--- src/rtl/fpa_normalize_round_if.sv ---
// Handshake/data bundle for fpa_normalize_round.
//   in_valid/in_ready      : upstream adder-core result handshake
//   in_sign/in_exp/in_mant : raw sum {carry, hidden, fraction, G, R, S}
//   in_nan/in_inf          : special-case results (NaN wins over infinity)
//   out_valid/out_ready    : downstream handshake
//   out_result             : packed {sign, exp, fraction}
//   out_overflow/out_underflow/out_inexact : IEEE flags, qualified by out_valid
// slave is the rounding block's view, master is the producer/consumer side.
interface fpa_normalize_round_if #(
  parameter int EXP_WIDTH      = 8,
  parameter int MANTISSA_WIDTH = 23
);
  logic                                in_valid;
  logic                                in_ready;
  logic                                in_sign;
  logic [EXP_WIDTH-1:0]                in_exp;
  logic [MANTISSA_WIDTH+4:0]           in_mant;
  logic                                in_nan;
  logic                                in_inf;
  logic                                out_valid;
  logic                                out_ready;
  logic [EXP_WIDTH+MANTISSA_WIDTH:0]   out_result;
  logic                                out_overflow;
  logic                                out_underflow;
  logic                                out_inexact;

  modport slave (
    input  in_valid, in_sign, in_exp, in_mant, in_nan, in_inf, out_ready,
    output in_ready, out_valid, out_result, out_overflow, out_underflow, out_inexact
  );

  modport master (
    output in_valid, in_sign, in_exp, in_mant, in_nan, in_inf, out_ready,
    input  in_ready, out_valid, out_result, out_overflow, out_underflow, out_inexact
  );
endinterface

--- src/rtl/fpa_normalize_round.sv ---
// Two-stage normalize/round back end of a floating-point adder.
//   Stage 1 normalizes the raw sum (carry right-shift or leading-zero
//   left-shift) and classifies special results; stage 2 applies
//   round-to-nearest-even, detects overflow and packs the result.
// Ports:
//   clk   : sole clock, rising edge
//   rst_n : asynchronous active-low reset
//   bus   : fpa_normalize_round_if.slave (handshakes, operand, result, flags)
module fpa_normalize_round #(
  parameter int EXP_WIDTH      = 8,
  parameter int MANTISSA_WIDTH = 23
) (
  input  logic                    clk,
  input  logic                    rst_n,
  fpa_normalize_round_if.slave    bus
);

  localparam int M   = MANTISSA_WIDTH;
  localparam int XW  = EXP_WIDTH + 2;      // signed exponent width, never wraps
  localparam int NW  = M + 4;              // hidden + fraction + G/R/S
  localparam int LZW = $clog2(NW + 1);
  localparam int RW  = 1 + EXP_WIDTH + M;

  localparam logic [2:0] K_NORM = 3'd0;
  localparam logic [2:0] K_ZERO = 3'd1;
  localparam logic [2:0] K_UFL  = 3'd2;
  localparam logic [2:0] K_INF  = 3'd3;
  localparam logic [2:0] K_NAN  = 3'd4;

  localparam logic signed [XW-1:0] ONE_X   = XW'(1);
  localparam logic signed [XW-1:0] EXP_INF = XW'((2**EXP_WIDTH) - 1);

  // ---------------- handshake ----------------
  logic s1_valid_q, s2_valid_q;
  logic s2_load, s1_load;

  assign s2_load      = !s2_valid_q || bus.out_ready;
  assign s1_load      = !s1_valid_q || s2_load;
  assign bus.in_ready = s1_load;

  // ---------------- stage 1: normalize ----------------
  // The hidden bit is implied after normalization, so only
  // fraction + G/R/S (NW-1 bits) are carried into stage 2.
  logic                  s1_sign_q;
  logic signed [XW-1:0]  s1_exp_q, s1_exp_d;
  logic [NW-2:0]         s1_mant_q, s1_mant_d;
  logic [2:0]            s1_kind_q, s1_kind_d;

  logic [LZW-1:0]        lz;
  logic                  found;
  logic signed [XW-1:0]  exp_x, lz_x;

  always_comb begin
    lz    = '0;
    found = 1'b0;
    for (int i = NW - 1; i >= 0; i--) begin
      if (!found) begin
        if (bus.in_mant[i]) found = 1'b1;
        else                lz    = lz + LZW'(1);
      end
    end
  end

  always_comb begin
    exp_x     = $signed(XW'(bus.in_exp));
    lz_x      = $signed(XW'(lz));
    s1_kind_d = K_NORM;
    s1_exp_d  = exp_x;
    s1_mant_d = bus.in_mant[NW-2:0];
    if (bus.in_nan) begin
      s1_kind_d = K_NAN;
    end else if (bus.in_inf) begin
      s1_kind_d = K_INF;
    end else if (bus.in_mant == '0) begin
      s1_kind_d = K_ZERO;
    end else if (bus.in_mant[NW]) begin
      // carry: shift right one, fold the dropped bit into sticky
      s1_mant_d = {bus.in_mant[NW-1:2], bus.in_mant[1] | bus.in_mant[0]};
      s1_exp_d  = exp_x + ONE_X;
    end else if (!bus.in_mant[NW-1]) begin
      if (exp_x <= lz_x) begin
        s1_kind_d = K_UFL;
      end else begin
        // leading one lands just above the kept bits and is dropped
        s1_mant_d = bus.in_mant[NW-2:0] << lz;
        s1_exp_d  = exp_x - lz_x;
      end
    end
  end

  always_ff @(posedge clk or negedge rst_n) begin
    if (!rst_n) begin
      s1_valid_q <= 1'b0;
      s1_sign_q  <= 1'b0;
      s1_exp_q   <= '0;
      s1_mant_q  <= '0;
      s1_kind_q  <= K_ZERO;
    end else begin
      if (s1_load) s1_valid_q <= bus.in_valid;
      if (s1_load && bus.in_valid) begin
        s1_sign_q <= bus.in_sign;
        s1_exp_q  <= s1_exp_d;
        s1_mant_q <= s1_mant_d;
        s1_kind_q <= s1_kind_d;
      end
    end
  end

  // ---------------- stage 2: round and pack ----------------
  logic [M-1:0]          frac;
  logic                  g_bit, r_bit, s_bit, inc;
  logic [M:0]            frac_sum;
  logic signed [XW-1:0]  exp_r;
  logic [RW-1:0]         res_d, res_q;
  logic                  ov_d, uf_d, inx_d;
  logic                  ov_q, uf_q, inx_q;

  always_comb begin
    frac     = s1_mant_q[NW-2:3];
    g_bit    = s1_mant_q[2];
    r_bit    = s1_mant_q[1];
    s_bit    = s1_mant_q[0];
    inc      = g_bit & (r_bit | s_bit | frac[0]);
    frac_sum = {1'b0, frac} + (M+1)'(inc);
    // carry out of the fraction leaves it all-zero; only the exponent moves
    exp_r    = frac_sum[M] ? (s1_exp_q + ONE_X) : s1_exp_q;
    res_d    = '0;
    ov_d     = 1'b0;
    uf_d     = 1'b0;
    inx_d    = 1'b0;
    case (s1_kind_q)
      K_NAN:  res_d = {1'b0, {EXP_WIDTH{1'b1}}, 1'b1, {(M-1){1'b0}}};
      K_INF:  res_d = {s1_sign_q, {EXP_WIDTH{1'b1}}, {M{1'b0}}};
      K_ZERO: res_d = {s1_sign_q, {(EXP_WIDTH+M){1'b0}}};
      K_UFL: begin
        res_d = {s1_sign_q, {(EXP_WIDTH+M){1'b0}}};
        uf_d  = 1'b1;
        inx_d = 1'b1;
      end
      default: begin
        inx_d = g_bit | r_bit | s_bit;
        if (exp_r >= EXP_INF) begin
          res_d = {s1_sign_q, {EXP_WIDTH{1'b1}}, {M{1'b0}}};
          ov_d  = 1'b1;
          inx_d = 1'b1;
        end else begin
          res_d = {s1_sign_q, exp_r[EXP_WIDTH-1:0], frac_sum[M-1:0]};
        end
      end
    endcase
  end

  always_ff @(posedge clk or negedge rst_n) begin
    if (!rst_n) begin
      s2_valid_q <= 1'b0;
      res_q      <= '0;
      ov_q       <= 1'b0;
      uf_q       <= 1'b0;
      inx_q      <= 1'b0;
    end else if (s2_load) begin
      s2_valid_q <= s1_valid_q;
      if (s1_valid_q) begin
        res_q <= res_d;
        ov_q  <= ov_d;
        uf_q  <= uf_d;
        inx_q <= inx_d;
      end
    end
  end

  assign bus.out_valid     = s2_valid_q;
  assign bus.out_result    = res_q;
  assign bus.out_overflow  = ov_q;
  assign bus.out_underflow = uf_q;
  assign bus.out_inexact   = inx_q;

endmodule

--- src/flat_wrapper.sv ---
// flat-port wrapper written by rule: the top's interface ports become plain ports
module fpa_normalize_round_flat 
#(
  parameter int EXP_WIDTH      = 8,
  parameter int MANTISSA_WIDTH = 23
)
  (clk, rst_n, bus_in_valid, bus_in_sign, bus_in_exp, bus_in_mant, bus_in_nan, bus_in_inf, bus_out_ready, bus_in_ready, bus_out_valid, bus_out_result, bus_out_overflow, bus_out_underflow, bus_out_inexact);
  fpa_normalize_round_if #(.EXP_WIDTH(EXP_WIDTH), .MANTISSA_WIDTH(MANTISSA_WIDTH)) bus_i ();
  input  logic clk;
  input  logic rst_n;
  input wire logic [$bits(bus_i.in_valid)-1:0] bus_in_valid;
  input wire logic [$bits(bus_i.in_sign)-1:0] bus_in_sign;
  input wire logic [$bits(bus_i.in_exp)-1:0] bus_in_exp;
  input wire logic [$bits(bus_i.in_mant)-1:0] bus_in_mant;
  input wire logic [$bits(bus_i.in_nan)-1:0] bus_in_nan;
  input wire logic [$bits(bus_i.in_inf)-1:0] bus_in_inf;
  input wire logic [$bits(bus_i.out_ready)-1:0] bus_out_ready;
  output wire logic [$bits(bus_i.in_ready)-1:0] bus_in_ready;
  output wire logic [$bits(bus_i.out_valid)-1:0] bus_out_valid;
  output wire logic [$bits(bus_i.out_result)-1:0] bus_out_result;
  output wire logic [$bits(bus_i.out_overflow)-1:0] bus_out_overflow;
  output wire logic [$bits(bus_i.out_underflow)-1:0] bus_out_underflow;
  output wire logic [$bits(bus_i.out_inexact)-1:0] bus_out_inexact;
  assign bus_i.in_valid = bus_in_valid;
  assign bus_i.in_sign = bus_in_sign;
  assign bus_i.in_exp = bus_in_exp;
  assign bus_i.in_mant = bus_in_mant;
  assign bus_i.in_nan = bus_in_nan;
  assign bus_i.in_inf = bus_in_inf;
  assign bus_i.out_ready = bus_out_ready;
  assign bus_in_ready = bus_i.in_ready;
  assign bus_out_valid = bus_i.out_valid;
  assign bus_out_result = bus_i.out_result;
  assign bus_out_overflow = bus_i.out_overflow;
  assign bus_out_underflow = bus_i.out_underflow;
  assign bus_out_inexact = bus_i.out_inexact;
  fpa_normalize_round #(.EXP_WIDTH(EXP_WIDTH), .MANTISSA_WIDTH(MANTISSA_WIDTH)) u_core (.clk(clk), .rst_n(rst_n), .bus(bus_i));
endmodule
--- config.mk ---
export PLATFORM = sky130hd
export DESIGN_NAME = fpa_normalize_round_flat
export DESIGN_NICKNAME = d
export VERILOG_FILES = /design/src/rtl/fpa_normalize_round_if.sv /design/src/rtl/fpa_normalize_round.sv /design/src/flat_wrapper.sv
export SDC_FILE = /design/constraint.sdc
export NUM_CORES = 1
export LEC_CHECK = 0
export CAP_MARGIN = 20
export CORE_ASPECT_RATIO = 0.5
export CORE_MARGIN = 2
export CORE_UTILIZATION = 40
export DETAILED_ROUTE_END_ITERATION = 8
export SETUP_SLACK_MARGIN = 0.2
export SLEW_MARGIN = 5
export SYNTH_ARGS = -nofsm -noshare
export SYNTH_HDL_FRONTEND = slang
export SYNTH_SLANG_ARGS = --single-unit
--- constraint.sdc ---
create_clock -name clk -period 5.1 [get_ports clk]
set_input_delay 1.02 -clock clk [delete_from_list [all_inputs] [get_ports clk]]
set_output_delay 1.02 -clock clk [all_outputs]
set_load 0.05 [all_outputs]
==> metrics <==
Warnings, synthesis 0; dpl cell area 12200 µm²; HPWL Detailed 23100 µm; Mean Syn Cell Area 7.29 µm²; post-route setup slack -12550 ps; CP Data Required Time 5310 ps; first-pass GRT wire length 50600 µm; Async SR Flop Fraction 100%; internal power 1740 µW; clock-pin slew on the worst setup and hold paths 50 ps; most frequent cell on the critical path buf_4; total wire length 32100 µm; CP endpoint kind flip-flop; Achievable Freq 56.7 MHz; Sinks on Clock Net 77; CP Max Fanout 7; Top Family by Delay on Critical Path buffers and inverters; Clock Skew 6.97 ps; CTS tree built; root buf cell clkbuf_16; Clock Tree Buf Depth 2; Final period util 346%; violated checks negative setup slack; clock power share 24.1%; layout cells sized above 1 32.3%; Net Sw Frac 38.5%; fin crit period 17650 ps; HP Class flip-flop to flip-flop; routed length per instance 16.8 µm; Vias per Instance 5.54; Critical Path Source Type primary input; R2R depth 14; Fin. Hold Viols 0; CP Depth 107; PwrDens 208 nW/µm²; die width 216 µm; routed via count 10575; Leakage 0.00603 µW; post-route cell area 13700 µm²; RePlAce Congestion 0.924; GRT Residual Overflow 0; number of synthesized flops with an enable pin 0; Setup WS pre-CTS -13050 ps; Gate Count Post-Synth 1231; HP Start u_core.bus.out_result[20]$_DFFE_PN0P_; initial antenna violation count 0; port bufs 79; DR pass1 iterations 5; max incr delay on CP 530 ps; sequential area share after synthesis 21.5%; starting DRC count in detailed routing 831; Slew Viols, Final 0; DR DRC count 0; sequential share of power 29.4%; VDD IR max 0.197 mV; RSZ-0062 raised after global routing true; Antenna Nets Post-Route 0; Hold Crit Depth 2; Crit. Startpoint bus_in_mant[25]; max cap viols 0; Cell Rows 38; Yosys cell types 83; Starting Density 41.1%; Ports 80; vias in the first global route 9815; r2r startpoint u_core.s1_mant_q[3]$_DFFE_PN0P_; slowest cell on the critical path or4_4; CTS buffer count 9; setup TNS -460230 ps; H-Tree Depth 3; Combinational Power Share 46.5%; Core ar. 21800 µm²; die span in y 110 µm; die area 23700 µm²; Switch Pwr 1090 µW; final setup violation count 37; Rel. slew slack 37.2%; status finished with violations; aggregate global-route resource usage 26.5%; top_reg_cell synth dfrtp_1; Crit Path Category primary input to flip-flop; FF+latch count, synth 77; Syn Nets 1307; Worst Path Buf+Inv 48; Worst Tran Pin Value 941 ps; synthesis-to-finish area growth 52.1%; Worst EP arrival 17860 ps; final-stage net count 1679; ANT cells 0; clock latency on the worst-skew pair 330 ps; synthesized cell area 8980 µm²; largest net degree at the start of global routing 78
tightest hold or removal path, stage by stage, from the launching register on:
cell	delay [ps]
dfrtp_1	340
nand2_1	40
o21ai_0	60
power by group through the flow:
stage | Clock [µW] | Sequential [µW] | Combinational (µW)
after CTS | 697 | 835 | 1260
after global placement | 0 | 838 | 1210
final | 683 | 835 | 1320
after detailed placement | 0 | 845 | 1220
after global routing | 723 | 853 | 1410
after floorplan | 0 | 1070 | 519
routing by layer:
metal | share of wire (%) | GRT usage [%] | up-vias
met5 | 0 | 0 | -
met4 | 2.3 | 8.42 | 0
met3 | 5.4 | 2.41 | 68
met2 | 45 | 44.0 | 366
met1 | 47 | 36.8 | 4967
li1 | - | - | 5174
synthesized netlist by cell type, types with 19 or more instances:
| master | n | share of area, % |
|---|---|---|
| o21ai_0 | 95 | 5.3 |
| xnor2_1 | 44 | 4.3 |
| inv_1 | 30 | 1.3 |
| xor2_1 | 31 | 3.0 |
| nor2_1 | 118 | 4.9 |
| clkbuf_1 | 73 | 3.1 |
| o211ai_1 | 21 | 1.8 |
| a21oi_1 | 91 | 5.1 |
| nor2b_1 | 21 | 1.5 |
| mux2i_1 | 44 | 4.9 |
| nand2_1 | 189 | 7.9 |
| ha_1 | 32 | 4.5 |
| nand3_1 | 36 | 2.0 |
| nand2b_1 | 21 | 1.5 |
| nor3_1 | 26 | 1.4 |
| a221oi_1 | 19 | 1.9 |
| dfrtp_1 | 76 | 21 |
cells by family (layout without fill, tap and decap cells):
| kind of cell | count (synthesis) | after routing | synth area share, % |
|---|---|---|---|
| flops | 77 | 77 | 21.5 |
| fa+ha+maj | 40 | 40 | 5.46 |
| buf+inv | 118 | 494 | 5.11 |
| xor+xnor | 82 | 82 | 9.10 |
| compound gates | 338 | 338 | 24.1 |
| simple gates | 514 | 515 | 27.5 |
| mux | 62 | 62 | 7.20 |
through the flow:
| stage | cells | util (%) | total power (µW) | hold WS, ps |
|---|---|---|---|---|
| after floorplan | 1231 | - | 1580 | 447 |
| after global placement | 1791 | 55.8 | 2050 | 463 |
| after detailed placement | 1791 | 55.8 | 2070 | 470 |
| after CTS | 1895 | 60.9 | 2800 | 482 |
| after global routing | 1908 | 62.6 | 2990 | 515 |
| final | 1908 | 62.6 | 2840 | 477 |
path summary, 6_finish.rpt:
check	end	slack, ps
worst max-delay path	u_core.s1_mant_q[12]$_DFFE_PN0P_	-12550
worst min-delay path	u_core.bus.out_result[20]$_DFFE_PN0P_	480
worst max register to register	u_core.bus.out_result[7]$_DFFE_PN0P_	670
worst min register to register	u_core.bus.out_result[20]$_DFFE_PN0P_	480
max in group asynchronous	u_core.s1_mant_q[13]$_DFFE_PN0P_	3650
min in group asynchronous	u_core.s1_exp_q[1]$_DFFE_PN0P_	830
sequential cells by signal, summed over array words and instances (netlist names):
signal / cells
u_core.bus.out_result: 32
u_core.s1_mant_q: 26
u_core.s1_exp_q: 10
u_core.s1_kind_q: 3
u_core.bus.out_inexact: 1
u_core.bus.out_overflow: 1
u_core.bus.out_underflow: 1
u_core.bus.out_valid: 1
u_core.s1_sign_q: 1
u_core.s1_valid_q: 1
cell usage in the layout (no fill, tap or decap), drive strengths merged, types with 5 or more instances in the layout:
cell           count
a22o               5
o21ai             99
o211ai            21
nand3             36
o21a               6
a31oi             14
nand4             15
nand2            190
a21boi             5
and2              17
maj3               7
o31ai             13
xnor2             46
mux2              18
a22oi              6
or3               15
clkdlybuf4s50     74
a221o             14
a211oi            10
nand2b            21
dfrtp             76
nor2b             21
a21oi             91
mux2i             44
and3              17
nor2             118
inv               30
ha                32
clkinv             5
nor3b              7
clkbuf            12
a221oi            20
buf              371
nor3              28
or2                7
nor4               5
xor2              31
area by class of cell:
| class | instances | area, µm² |
|---|---|---|
| clock inverters | 4 | 70.1 |
| well taps | 300 | 375 |
| repair buffers | 445 | 3650 |
| flip-flops and latches | 77 | 1930 |
| fillers | 1919 | 8170 |
| multi-input cells | 1037 | 7250 |
| inverters | 33 | 124 |
| clock buffers | 12 | 256 |
repair_timing:
item / CTS / global route
resized for setup: 52 / 49
hold buffers: 0 / 0
setup buffers: 86 / 13
pin swaps: 72 / 54
endpoints found under the setup margin: 37 / 37
gates cloned: 2 / 0
(Power assumes the default switching activity.)
